`config.mk`:
```
export PLATFORM = sky130hd
export DESIGN_NAME = sonic_cmd_sequencer_flat
export DESIGN_NICKNAME = d
export VERILOG_FILES = /design/src/rtl/sonic_cmd_sequencer_if.sv /design/src/rtl/sonic_cmd_sequencer.sv /design/src/flat_wrapper.sv
export SDC_FILE = /design/constraint.sdc
export NUM_CORES = 1
export LEC_CHECK = 0
export ABC_AREA = 1
export BUFFER_PORTS_ARGS = -buffer_cell sky130_fd_sc_hd__clkbuf_2
export CAP_MARGIN = 25
export CORE_AREA = 2 2 177 179
export CTS_BUF_LIST = sky130_fd_sc_hd__clkbuf_16
export DETAILED_ROUTE_END_ITERATION = 8
export DIE_AREA = 0 0 179 181
export GPL_TIMING_DRIVEN = 0
export PLACE_DENSITY = 0.62
export SLEW_MARGIN = 20
export SYNTH_ARGS = -nofsm -noshare
export SYNTH_HDL_FRONTEND = slang
export SYNTH_SLANG_ARGS = --single-unit
```
`constraint.sdc`:
```
create_clock -name clk_in -period 2 [get_ports clk_in]
set_clock_uncertainty 0.2 [all_clocks]
set_input_delay 0.1 -clock clk_in [delete_from_list [all_inputs] [get_ports clk_in]]
set_output_delay 0.1 -clock clk_in [all_outputs]
set_load 0.005 [all_outputs]
```
`src/rtl/sonic_cmd_sequencer_if.sv`:
```
// rtl/sonic_cmd_sequencer_if.sv - engine request/ack/done and response-write bus of the SoNIC command sequencer
interface sonic_cmd_sequencer_if #(
  parameter int NUM_ENG = 4
);
  logic [NUM_ENG-1:0] eng_req;
  logic [7:0]         eng_opcode;
  logic [31:0]        eng_param0;
  logic [31:0]        eng_param1;
  logic [31:0]        eng_param2;
  logic [NUM_ENG-1:0] eng_ack;
  logic [NUM_ENG-1:0] eng_done;
  logic [NUM_ENG-1:0] eng_err;
  logic               resp_req;
  logic [63:0]        resp_addr;
  logic               resp_3dw;
  logic [31:0]        resp_data;
  logic               resp_ack;

  modport master (
    output eng_req, eng_opcode, eng_param0, eng_param1, eng_param2,
    input  eng_ack, eng_done, eng_err,
    output resp_req, resp_addr, resp_3dw, resp_data,
    input  resp_ack
  );

  modport slave (
    input  eng_req, eng_opcode, eng_param0, eng_param1, eng_param2,
    output eng_ack, eng_done, eng_err,
    input  resp_req, resp_addr, resp_3dw, resp_data,
    output resp_ack
  );
endinterface

```
`src/rtl/sonic_cmd_sequencer.sv`:
```
// rtl/sonic_cmd_sequencer.sv - one-deep command sequencer: engine dispatch, watchdog, status response
// Optional feature macro SONIC_CMD_RESP_EN: when defined, completions go through RESP and a host status write.
module sonic_cmd_sequencer #(
  parameter int NUM_ENG   = 4,
  parameter int TIMEOUT_W = 16
) (
  input  logic                 clk_in,
  input  logic                 rstn,
  input  logic                 cmd_strobe,
  input  logic                 cmd_abort,
  input  logic [31:0]          cmd_type,
  input  logic [31:0]          cmd_param0,
  input  logic [31:0]          cmd_param1,
  input  logic [31:0]          cmd_param2,
  input  logic [63:0]          cmd_base_rc,
  input  logic                 cmd_3dw_rcadd,
  sonic_cmd_sequencer_if.master bus,
  output logic                 busy,
  output logic                 cmd_overrun,
  output logic [31:0]          last_status
);

  localparam logic [1:0] ST_IDLE      = 2'd0;
  localparam logic [1:0] ST_DISPATCH  = 2'd1;
  localparam logic [1:0] ST_WAIT_DONE = 2'd2;
  localparam logic [1:0] ST_RESP      = 2'd3;

  localparam logic [2:0] CODE_OK      = 3'd0;
  localparam logic [2:0] CODE_ENG_ERR = 3'd1;
  localparam logic [2:0] CODE_TIMEOUT = 3'd2;
  localparam logic [2:0] CODE_BAD_ENG = 3'd3;

  function automatic logic [NUM_ENG-1:0] onehot(input logic [3:0] idx);
    logic [NUM_ENG-1:0] v;
    v = '0;
    for (int i = 0; i < NUM_ENG; i++) v[i] = (idx == 4'(i));
    return v;
  endfunction

  function automatic logic [31:0] status_word(input logic [7:0] seq, input logic [7:0] op,
                                              input logic ovr, input logic [2:0] code,
                                              input logic [3:0] idx);
    return {seq, op, 3'b000, ovr, 1'b0, code, 4'b0000, idx};
  endfunction

  logic [1:0]           state_q, state_n;
  logic [3:0]           idx_q, idx_n;
  logic [7:0]           opcode_q, opcode_n;
  logic [31:0]          param0_q, param0_n, param1_q, param1_n, param2_q, param2_n;
  logic [63:0]          addr_q, addr_n;
  logic                 f3_q, f3_n;
  logic [TIMEOUT_W-1:0] wdog_q, wdog_n;
  logic [2:0]           code_q, code_n;
  logic [7:0]           seq_q, seq_n;
  logic                 ovr_q, ovr_n;
  logic                 overrun_q, overrun_n;
  logic [NUM_ENG-1:0]   eng_req_q, eng_req_n;
  logic                 resp_req_q, resp_req_n;
  logic [31:0]          resp_data_q, resp_data_n;
  logic [31:0]          last_status_q, last_status_n;
  logic                 busy_q, busy_n;

  logic [NUM_ENG-1:0] sel;
  logic               ack_hit, done_hit, err_hit, wd_sat, strobe_ok, finish;
  logic               unused_type_bits;

  assign unused_type_bits = ^{cmd_type[31:16], cmd_type[7:4]};

  // Only the selected engine's handshake bits matter; acks/dones elsewhere are ignored.
  assign sel       = onehot(idx_q);
  assign ack_hit   = |(bus.eng_ack & sel);
  assign done_hit  = |(bus.eng_done & sel);
  assign err_hit   = |(bus.eng_err & sel);
  assign wd_sat    = &wdog_q;
  assign strobe_ok = cmd_strobe && !cmd_abort;

  always_comb begin
    state_n       = state_q;
    idx_n         = idx_q;
    opcode_n      = opcode_q;
    param0_n      = param0_q;
    param1_n      = param1_q;
    param2_n      = param2_q;
    addr_n        = addr_q;
    f3_n          = f3_q;
    wdog_n        = wdog_q;
    code_n        = code_q;
    seq_n         = seq_q;
    ovr_n         = ovr_q;
    eng_req_n     = eng_req_q;
    resp_req_n    = resp_req_q;
    last_status_n = last_status_q;
    finish        = 1'b0;

    overrun_n = strobe_ok && (state_q != ST_IDLE);
    if (overrun_n) ovr_n = 1'b1;

    case (state_q)
      ST_IDLE: begin
        if (strobe_ok) begin
          idx_n    = cmd_type[3:0];
          opcode_n = cmd_type[15:8];
          param0_n = cmd_param0;
          param1_n = cmd_param1;
          param2_n = cmd_param2;
          addr_n   = cmd_base_rc;
          f3_n     = cmd_3dw_rcadd;
          wdog_n   = '0;
          if ({1'b0, cmd_type[3:0]} < 5'(NUM_ENG)) begin
            state_n   = ST_DISPATCH;
            eng_req_n = onehot(cmd_type[3:0]);
          end else begin
            code_n = CODE_BAD_ENG;
            finish = 1'b1;
          end
        end
      end
      ST_DISPATCH: begin
        wdog_n = wdog_q + TIMEOUT_W'(1);
        if (ack_hit) begin
          state_n   = ST_WAIT_DONE;
          eng_req_n = '0;
          wdog_n    = '0;
        end else if (wd_sat) begin
          eng_req_n = '0;
          code_n    = CODE_TIMEOUT;
          finish    = 1'b1;
        end
      end
      ST_WAIT_DONE: begin
        wdog_n = wdog_q + TIMEOUT_W'(1);
        if (done_hit) begin
          code_n = err_hit ? CODE_ENG_ERR : CODE_OK;
          finish = 1'b1;
        end else if (wd_sat) begin
          code_n = CODE_TIMEOUT;
          finish = 1'b1;
        end
      end
      ST_RESP: begin
        if (bus.resp_ack) begin
          last_status_n = resp_data_q;
          seq_n         = seq_q + 8'd1;
          ovr_n         = overrun_n;
          resp_req_n    = 1'b0;
          state_n       = ST_IDLE;
        end
      end
      default: state_n = ST_IDLE;
    endcase

    if (finish) begin
`ifdef SONIC_CMD_RESP_EN
      state_n    = ST_RESP;
      resp_req_n = 1'b1;
`else
      // Completion retires immediately: the word carries the pre-increment seq and the old sticky bit.
      state_n       = ST_IDLE;
      last_status_n = status_word(seq_q, opcode_n, ovr_q, code_n, idx_n);
      seq_n         = seq_q + 8'd1;
      ovr_n         = overrun_n;
`endif
    end

    if (cmd_abort) begin
      state_n       = ST_IDLE;
      eng_req_n     = '0;
      resp_req_n    = 1'b0;
      ovr_n         = 1'b0;
      overrun_n     = 1'b0;
      seq_n         = seq_q;
      last_status_n = last_status_q;
    end

    busy_n      = (state_n != ST_IDLE);
    resp_data_n = status_word(seq_n, opcode_n, ovr_n, code_n, idx_n);
  end

  always_ff @(posedge clk_in) begin
    if (!rstn) begin
      state_q       <= ST_IDLE;
      idx_q         <= '0;
      opcode_q      <= '0;
      param0_q      <= '0;
      param1_q      <= '0;
      param2_q      <= '0;
      addr_q        <= '0;
      f3_q          <= 1'b0;
      wdog_q        <= '0;
      code_q        <= '0;
      seq_q         <= '0;
      ovr_q         <= 1'b0;
      overrun_q     <= 1'b0;
      eng_req_q     <= '0;
      resp_req_q    <= 1'b0;
      resp_data_q   <= '0;
      last_status_q <= '0;
      busy_q        <= 1'b0;
    end else begin
      state_q       <= state_n;
      idx_q         <= idx_n;
      opcode_q      <= opcode_n;
      param0_q      <= param0_n;
      param1_q      <= param1_n;
      param2_q      <= param2_n;
      addr_q        <= addr_n;
      f3_q          <= f3_n;
      wdog_q        <= wdog_n;
      code_q        <= code_n;
      seq_q         <= seq_n;
      ovr_q         <= ovr_n;
      overrun_q     <= overrun_n;
      eng_req_q     <= eng_req_n;
      resp_req_q    <= resp_req_n;
      resp_data_q   <= resp_data_n;
      last_status_q <= last_status_n;
      busy_q        <= busy_n;
    end
  end

  assign bus.eng_req    = eng_req_q;
  assign bus.eng_opcode = opcode_q;
  assign bus.eng_param0 = param0_q;
  assign bus.eng_param1 = param1_q;
  assign bus.eng_param2 = param2_q;
  assign bus.resp_req   = resp_req_q;
  assign bus.resp_addr  = addr_q;
  assign bus.resp_3dw   = f3_q;
  assign bus.resp_data  = resp_data_q;
  assign busy           = busy_q;
  assign cmd_overrun    = overrun_q;
  assign last_status    = last_status_q;

endmodule
```
`src/flat_wrapper.sv`:
```
// flat-port wrapper written by rule: the top's interface ports become plain ports
module sonic_cmd_sequencer_flat 
#(
  parameter int NUM_ENG   = 4,
  parameter int TIMEOUT_W = 16
)
  (clk_in, rstn, cmd_strobe, cmd_abort, cmd_type, cmd_param0, cmd_param1, cmd_param2, cmd_base_rc, cmd_3dw_rcadd, busy, cmd_overrun, last_status, bus_eng_req, bus_eng_opcode, bus_eng_param0, bus_eng_param1, bus_eng_param2, bus_eng_ack, bus_eng_done, bus_eng_err, bus_resp_req, bus_resp_addr, bus_resp_3dw, bus_resp_data, bus_resp_ack);
  sonic_cmd_sequencer_if #(.NUM_ENG(NUM_ENG)) bus_i ();
  input  logic clk_in;
  input  logic rstn;
  input  logic cmd_strobe;
  input  logic cmd_abort;
  input  logic [31:0] cmd_type;
  input  logic [31:0] cmd_param0;
  input  logic [31:0] cmd_param1;
  input  logic [31:0] cmd_param2;
  input  logic [63:0] cmd_base_rc;
  input  logic cmd_3dw_rcadd;
  output logic busy;
  output logic cmd_overrun;
  output logic [31:0] last_status;
  output wire logic [$bits(bus_i.eng_req)-1:0] bus_eng_req;
  output wire logic [$bits(bus_i.eng_opcode)-1:0] bus_eng_opcode;
  output wire logic [$bits(bus_i.eng_param0)-1:0] bus_eng_param0;
  output wire logic [$bits(bus_i.eng_param1)-1:0] bus_eng_param1;
  output wire logic [$bits(bus_i.eng_param2)-1:0] bus_eng_param2;
  input wire logic [$bits(bus_i.eng_ack)-1:0] bus_eng_ack;
  input wire logic [$bits(bus_i.eng_done)-1:0] bus_eng_done;
  input wire logic [$bits(bus_i.eng_err)-1:0] bus_eng_err;
  output wire logic [$bits(bus_i.resp_req)-1:0] bus_resp_req;
  output wire logic [$bits(bus_i.resp_addr)-1:0] bus_resp_addr;
  output wire logic [$bits(bus_i.resp_3dw)-1:0] bus_resp_3dw;
  output wire logic [$bits(bus_i.resp_data)-1:0] bus_resp_data;
  input wire logic [$bits(bus_i.resp_ack)-1:0] bus_resp_ack;
  assign bus_eng_req = bus_i.eng_req;
  assign bus_eng_opcode = bus_i.eng_opcode;
  assign bus_eng_param0 = bus_i.eng_param0;
  assign bus_eng_param1 = bus_i.eng_param1;
  assign bus_eng_param2 = bus_i.eng_param2;
  assign bus_i.eng_ack = bus_eng_ack;
  assign bus_i.eng_done = bus_eng_done;
  assign bus_i.eng_err = bus_eng_err;
  assign bus_resp_req = bus_i.resp_req;
  assign bus_resp_addr = bus_i.resp_addr;
  assign bus_resp_3dw = bus_i.resp_3dw;
  assign bus_resp_data = bus_i.resp_data;
  assign bus_i.resp_ack = bus_resp_ack;
  sonic_cmd_sequencer #(.NUM_ENG(NUM_ENG), .TIMEOUT_W(TIMEOUT_W)) u_core (.clk_in(clk_in), .rstn(rstn), .cmd_strobe(cmd_strobe), .cmd_abort(cmd_abort), .cmd_type(cmd_type), .cmd_param0(cmd_param0), .cmd_param1(cmd_param1), .cmd_param2(cmd_param2), .cmd_base_rc(cmd_base_rc), .cmd_3dw_rcadd(cmd_3dw_rcadd), .bus(bus_i), .busy(busy), .cmd_overrun(cmd_overrun), .last_status(last_status));
endmodule
```
# Yosys cells after proc, flatten, opt, wreduce, memory -nomap -nowiden

Cells that the tools add are included.

Output and inout port bits: 240
Bits in registers: 273
Logic and storage cells: 103
Input port bits: 210

Reduce and logical (&&, ||, !) cells: 21
Bitwise gates (word level): 5
Equality and inequality tests: 12
Multiplexer cells: 44
$lt $le $gt $ge: 1
Add/sub/neg operators: 2

Operators with widths:

| cell                                                                         | number |
|---|---|
| 32-bit two-way mux                                                           | 3 |
| 8-bit two-way mux                                                            | 6 |
| 16-bit one-hot mux with 3 select lines                                       | 1 |
| 16-bit two-way mux                                                           | 2 |
| 4-bit two-way mux                                                            | 6 |
| 16-bit by 1-bit adder with 16-bit output, second input constant              | 1 |
| 4-bit by 2-bit == test with 1-bit output, second input constant              | 4 |
| 16-bit AND reduction                                                         | 1 |
| 3-bit two-way mux                                                            | 5 |
| 4-bit AND                                                                    | 3 |
| 2-bit two-way mux                                                            | 6 |
| 4-bit OR reduction                                                           | 3 |
| 1-bit two-way mux                                                            | 11 |
| 2-bit nonzero test                                                           | 5 |
| 3-bit one-hot mux with 3 select lines                                        | 1 |
| 8-bit by 1-bit adder with 8-bit output, second input constant                | 1 |
| 4-bit by 1-bit == test with 1-bit output, second input constant              | 2 |
| 4-bit zero test                                                              | 2 |
| 4-bit one-hot mux with 2 select lines                                        | 1 |
| 2-bit one-hot mux with 3 select lines                                        | 1 |
| 2-bit == test, second input constant                                         | 2 |
| 4-bit by 3-bit less-than comparator with 1-bit output, second input constant | 1 |
| 2-bit by 1-bit != test with 1-bit output, second input constant              | 2 |
| 2-bit AND reduction                                                          | 2 |
| 11 further kinds                                                             | 13 |

# Longest topological paths before layout

Depth after elaboration: 8
Depth in mapped cells: 16

# Worst setup path after synthesis

OpenSTA, ideal clock, no wires.

Path kind: register to register
Start point: reg u_core.state_q[0]
End point: reg u_core.last_status_q[28] (netlist: u_core.last_status[28])
Required time: 1687 ps
Setup time: 113 ps
Stages on the path, launching flop included: 14
Clock period less this slack: 2089 ps
Data arrival time: 1776 ps
Slack: -89 ps
Path buffers: 2
Cells stage by stage: dfxtp_1 -> inv_1 -> ha_1 -> buf_2 -> nand2_2 -> nor2_1 -> inv_2 -> nand3_4 -> nand2_4 -> nand2_8 -> nand2_8 -> buf_6 -> o21ai_1 -> nor2_1

Cells in the longest elaborated chain, start to end: 4
Elaborated cells on any way between the ends: 9
Classes of those cells: 3 x eq/ne; 2 x mux; 4 x reduce/logical

RTL lines:

| what                                  | line                       | source |
|---|---|---|
| start: declaration                    | sonic_cmd_sequencer.sv:46  | `logic [1:0] state_q, state_n;` |
| start signal: assignment              | sonic_cmd_sequencer.sv:200 | `state_q <= state_n;` |
| 2-bit == test (tied with other cells) | sonic_cmd_sequencer.sv:98  | `case (state_q)` |
| 1-bit one-hot mux with 3 select lines | sonic_cmd_sequencer.sv:98  |  |
| 2-bit nonzero test (no line)          | --                         |  |
| 3-bit AND reduction (no line)         | --                         |  |
| end signal: assignment                | sonic_cmd_sequencer.sv:216 | `last_status_q <= last_status_n;` |
| end: declaration                      | sonic_cmd_sequencer.sv:60  | `logic [31:0] last_status_q, last_status_n;` |

Several ways; a longest one is shown, not always the timed one.
A chain may end at the register's enable or synchronous reset.

# Worst setup path after layout

Start point: reg u_core.wdog_q[0]
End point: reg u_core.last_status_q[9] (netlist: u_core.last_status[9])

Cells in the longest elaborated chain, start to end: 6
Elaborated cells on any way between the ends: 13
Classes of those cells: 9 x mux; 4 x reduce/logical

RTL lines:

| what                                        | line                                                   | source |
|---|---|---|
| start: declaration                          | sonic_cmd_sequencer.sv:52                              | `logic [TIMEOUT_W-1:0] wdog_q, wdog_n;` |
| start signal: assignment                    | sonic_cmd_sequencer.sv:208                             | `wdog_q <= wdog_n;` |
| 16-bit AND reduction (*)                    | sonic_cmd_sequencer.sv:74                              | `assign wd_sat = &wdog_q;` |
| 1-bit two-way mux                           | sonic_cmd_sequencer.sv:124, sonic_cmd_sequencer.sv:135 |  |
| 1-bit two-way mux, on equally long branches | sonic_cmd_sequencer.sv:132, sonic_cmd_sequencer.sv:120 |  |
| 1-bit one-hot mux with 3 select lines       | sonic_cmd_sequencer.sv:98                              |  |
| 2-bit nonzero test (no line)                | --                                                     |  |
| 3-bit AND reduction (no line)               | --                                                     |  |

Mark *: on every way between the ends. The rest lies on a longest branch, timed or not.

==> flow_summary.json <==
{
  "synth_common_cells": "438 x nand2_1, 233 x dfxtp_1, 183 x a21oi_1, 100 x nor2_1, 55 x clkbuf_1",
  "p_leak_nw": 7.18,
  "tightest_slew_ps": 743,
  "synthArstFlopShare": 0,
  "area_delta_synth_final_pct": 65.9,
  "timing.slew.headroom": 0.505,
  "worstPathMaxFanout": 3,
  "clock_sinks": 233,
  "grt-ovfl-total": 0,
  "setup_violations": 41,
  "synth_top_area_frac": 0.497,
  "total_power_mw": 11.3,
  "core_region_area_sq_um": 30300,
  "synth.cell_area_sq_um": 9390,
  "grt_pass1_vias": 10700,
  "fmax_mhz": 459,
  "final_core_util": 0.513,
  "required_ps": 2270,
  "min_period_over_period": 1.09,
  "cts_tree": "built",
  "grt_util_met2": 0.376,
  "synth_area_leaders": "dfxtp_1 50%, nand2_1 18%, a21oi_1 9.8%, nor2_1 4.0%, clkbuf_1 2.2%",
  "port_buffers": 412,
  "grt_busiest_layer": "met2",
  "ys_seq_elements": 233,
  "antenna_found_initial": 3,
  "cts_root_buf": "clkbuf_16",
  "start_util": 0.309,
  "routedWlPerCell_um": 15.8,
  "timing.max_cap.violations": 0,
  "outcome": "finished, violations left",
  "grt_max_degree": 14,
  "drt_iter0_drc": 552,
  "die_w_um": 179,
  "synthFlopType": "dfxtp_1",
  "hold_violations": 0,
  "multi_input_area_sq_um": 4430,
  "dr.pass1.iters": 4,
  "wl_um": 37100,
  "fill_cells": 2847,
  "setup.worst_path.class": "register to register",
  "fin_cells": 2358,
  "seq_area_frac_synth": 0.497,
  "synth_area_per_cell_sq_um": 7.44,
  "place_congestion": 0.919,
  "cts_made_buffers": 27,
  "ioPinCount": 450,
  "drtAntennaViolNets": 0,
  "seqCellArea_sq_um": 4690,
  "syn_inst": 1261,
  "violations": "negative setup slack",
  "min_path_type": "input pin to register",
  "synth.distinct_cells": 42,
  "ys_warn_count": 0,
  "synth_xor_area_frac": 0.00933,
  "synth-simple-area-share": 0.266,
  "power_density_nw_per_um2": 726,
  "setup_slack_ps": -177,
  "synth_compound_area_frac": 0.129,
  "drv_slew": 0,
  "synthMuxAreaShare": 0.0107,
  "use_met1": 0.252,
  "rsz0062_at_grt": "true",
  "period_minus_slack_ps": 2180,
  "place_ws_ps": -832,
  "place_area_sq_um": 12000,
  "path_clk_slew_ps": 60,
  "synth_top_cell_by_area": "dfxtp_1",
  "cts_max_level": 1,
  "track_usage": 0.217,
  "chipHeight_um": 181,
  "design_area_sq_um": 15600,
  "critPathArrivalTime_ps": 2440,
  "yosysMostFrequentCell": "nand2_1",
  "clk_latency_ps": 530,
  "grt_pass1_wl_um": 56100,
  "vdd_drop_max_mv": 0.546,
  "clockBufferDepth": 3,
  "dp_hpwl_um": 25400,
  "dpl.cell_count": 2085,
  "synth_adder_area_share": 0.0107,
  "via_count": 10900,
  "row_count": 64,
  "drive_above_1_share": 0.341,
  "crit_path_start_kind": "register",
  "globalRouteMet3Util": 0.0551,
  "synth_top_family_by_area": "simple AND/OR/NAND/NOR gates",
  "synth_edf_count": 0,
  "fin_nets": 2157,
  "via_per_inst": 4.61,
  "setup.worst_path.end_class": "register",
  "drc": 0,
  "dieArea_sq_um": 32400
}
-- flip-flops by register name, summed over array words and instances (netlist names) --
register / count
u_core.bus.resp_3dw: 1
u_core.bus.eng_req: 4
u_core.bus.resp_addr: 64
u_core.bus.eng_param2: 32
u_core.busy: 1
u_core.bus.eng_param1: 32
u_core.bus.eng_param0: 32
u_core.cmd_overrun: 1
u_core.wdog_q: 16
u_core.state_q: 2
u_core.bus.resp_data: 24
u_core.last_status: 24
-- critical path: stages, from the launching register on --
cell and delay (ps):
dfxtp_2 350, ha_4 150, nand2_4 50, nor2_4 130
nand2_2 80, nor2_2 110, nand2_2 80, buf_4 140
buf_6 100, buf_4 130, nand2_2 60, nand3_2 60
nand3_2 120, nand3_2 90, nand2_2 80, nand2_2 60
a21oi_2 110
-- per-layer routing --
| metal | up-vias | wire length, um | part of all wire |
|---|---|---|---|
| met1 | 4965 | 14800 | 0.40 |
| met5 | - | 0 | 0 |
| met2 | 432 | 18100 | 0.49 |
| met4 | 0 | 1370 | 0.037 |
| li1 | 5362 | - | - |
| met3 | 107 | 2840 | 0.077 |
-- power by group --
group | switching, mW | internal (mW)
sequential | 0.133 | 4.84
clock | 1.96 | 2.69
combinational | 0.843 | 0.839
-- final timing paths --
check                                                           from                                     to  slack, ps  cells past startpoint
worst max-delay path                   u_core.wdog_q[0]$_SDFFE_PN0P_     u_core.last_status[9]$_SDFFE_PN0P_       -180                     16
worst min-delay path                                       cmd_abort  u_core.bus.resp_data[28]$_SDFFE_PN0P_         20                      6
worst max register to register         u_core.wdog_q[0]$_SDFFE_PN0P_     u_core.last_status[9]$_SDFFE_PN0P_       -180                     16
worst min register to register  u_core.bus.resp_addr[4]$_SDFFE_PN0P_   u_core.bus.resp_addr[4]$_SDFFE_PN0P_        260                      2
-- cell type report --
type                            count  area share
Antenna cell                        4    0.000643
Buffer                             95      0.0414
Clock buffer                       27      0.0434
Clock inverter                     21     0.00924
Inverter                           55      0.0139
Multi-Input combinational cell    894       0.284
Sequential cell                   233       0.301
Tap cell                          396      0.0318
Timing Repair Buffer              633       0.274
-- through the flow --
step / hold WS (ps) / setup TNS [ps]
2_1_floorplan: -21.5 / 0
3_5_place_dp: 136 / -114090
6_report: 16.9 / -4390
3_3_place_gp: 134 / -112730
4_1_cts: -46.9 / -3760
5_1_grt: 18.2 / -9860
-- cells by family (layout without fill, tap and decap cells) --
logic type      Yosys count  after routing
flops                   233            233
buf+inv                 151            831
xor+xnor                 10             10
other cells               1             21
simple gates            615            616
fa+ha+maj                 8              8
compound gates          233            233
mux                      10             10
-- placed cells by master, fill, tap and decap left out, types with 3 or more instances in the layout --
| cell | Yosys | layout |
|---|---|---|
| a21oi_1 | 183 | 176 |
| a21oi_2 | 4 | 10 |
| a21oi_4 | 2 | 3 |
| buf_2 | 5 | 3 |
| buf_4 | 27 | 58 |
| buf_6 | 3 | 17 |
| buf_8 | 2 | 4 |
| clkbuf_1 | 55 | 20 |
| clkbuf_16 | 0 | 29 |
| clkbuf_2 | 0 | 432 |
| clkbuf_4 | 0 | 4 |
| clkinv_1 | 3 | 12 |
| conb_1 | 1 | 17 |
| dfxtp_1 | 233 | 224 |
| dfxtp_2 | 0 | 5 |
| dfxtp_4 | 0 | 4 |
| diode_2 | 0 | 4 |
| dlygate4sd3_1 | 0 | 185 |
| ha_1 | 8 | 7 |
| inv_1 | 43 | 46 |
| inv_2 | 9 | 9 |
| mux2i_1 | 10 | 10 |
| nand2_1 | 438 | 412 |
| nand2_2 | 2 | 18 |
| nand2_4 | 1 | 10 |
| nand2_8 | 2 | 4 |
| nand3_1 | 41 | 34 |
| nand3_2 | 2 | 9 |
| nand4_1 | 4 | 4 |
| nor2_1 | 100 | 80 |
| nor2_2 | 3 | 15 |
| nor2_4 | 1 | 9 |
| nor3_1 | 10 | 9 |
| o21ai_0 | 34 | 14 |
| o21ai_1 | 5 | 16 |
| o21ai_2 | 0 | 9 |
| xor2_1 | 8 | 8 |
-- repair_timing --
item / in CTS / in global routing
gates cloned: 1 / 3
buffers inserted: 21 / 14
pin swaps: 12 / 28
resized for setup: 105 / 118
hold buffers: 185 / 1
endpoints found under the setup margin: 211 / 216
hold endpoints to repair: 219 / 1
(Power assumes the default switching activity.)
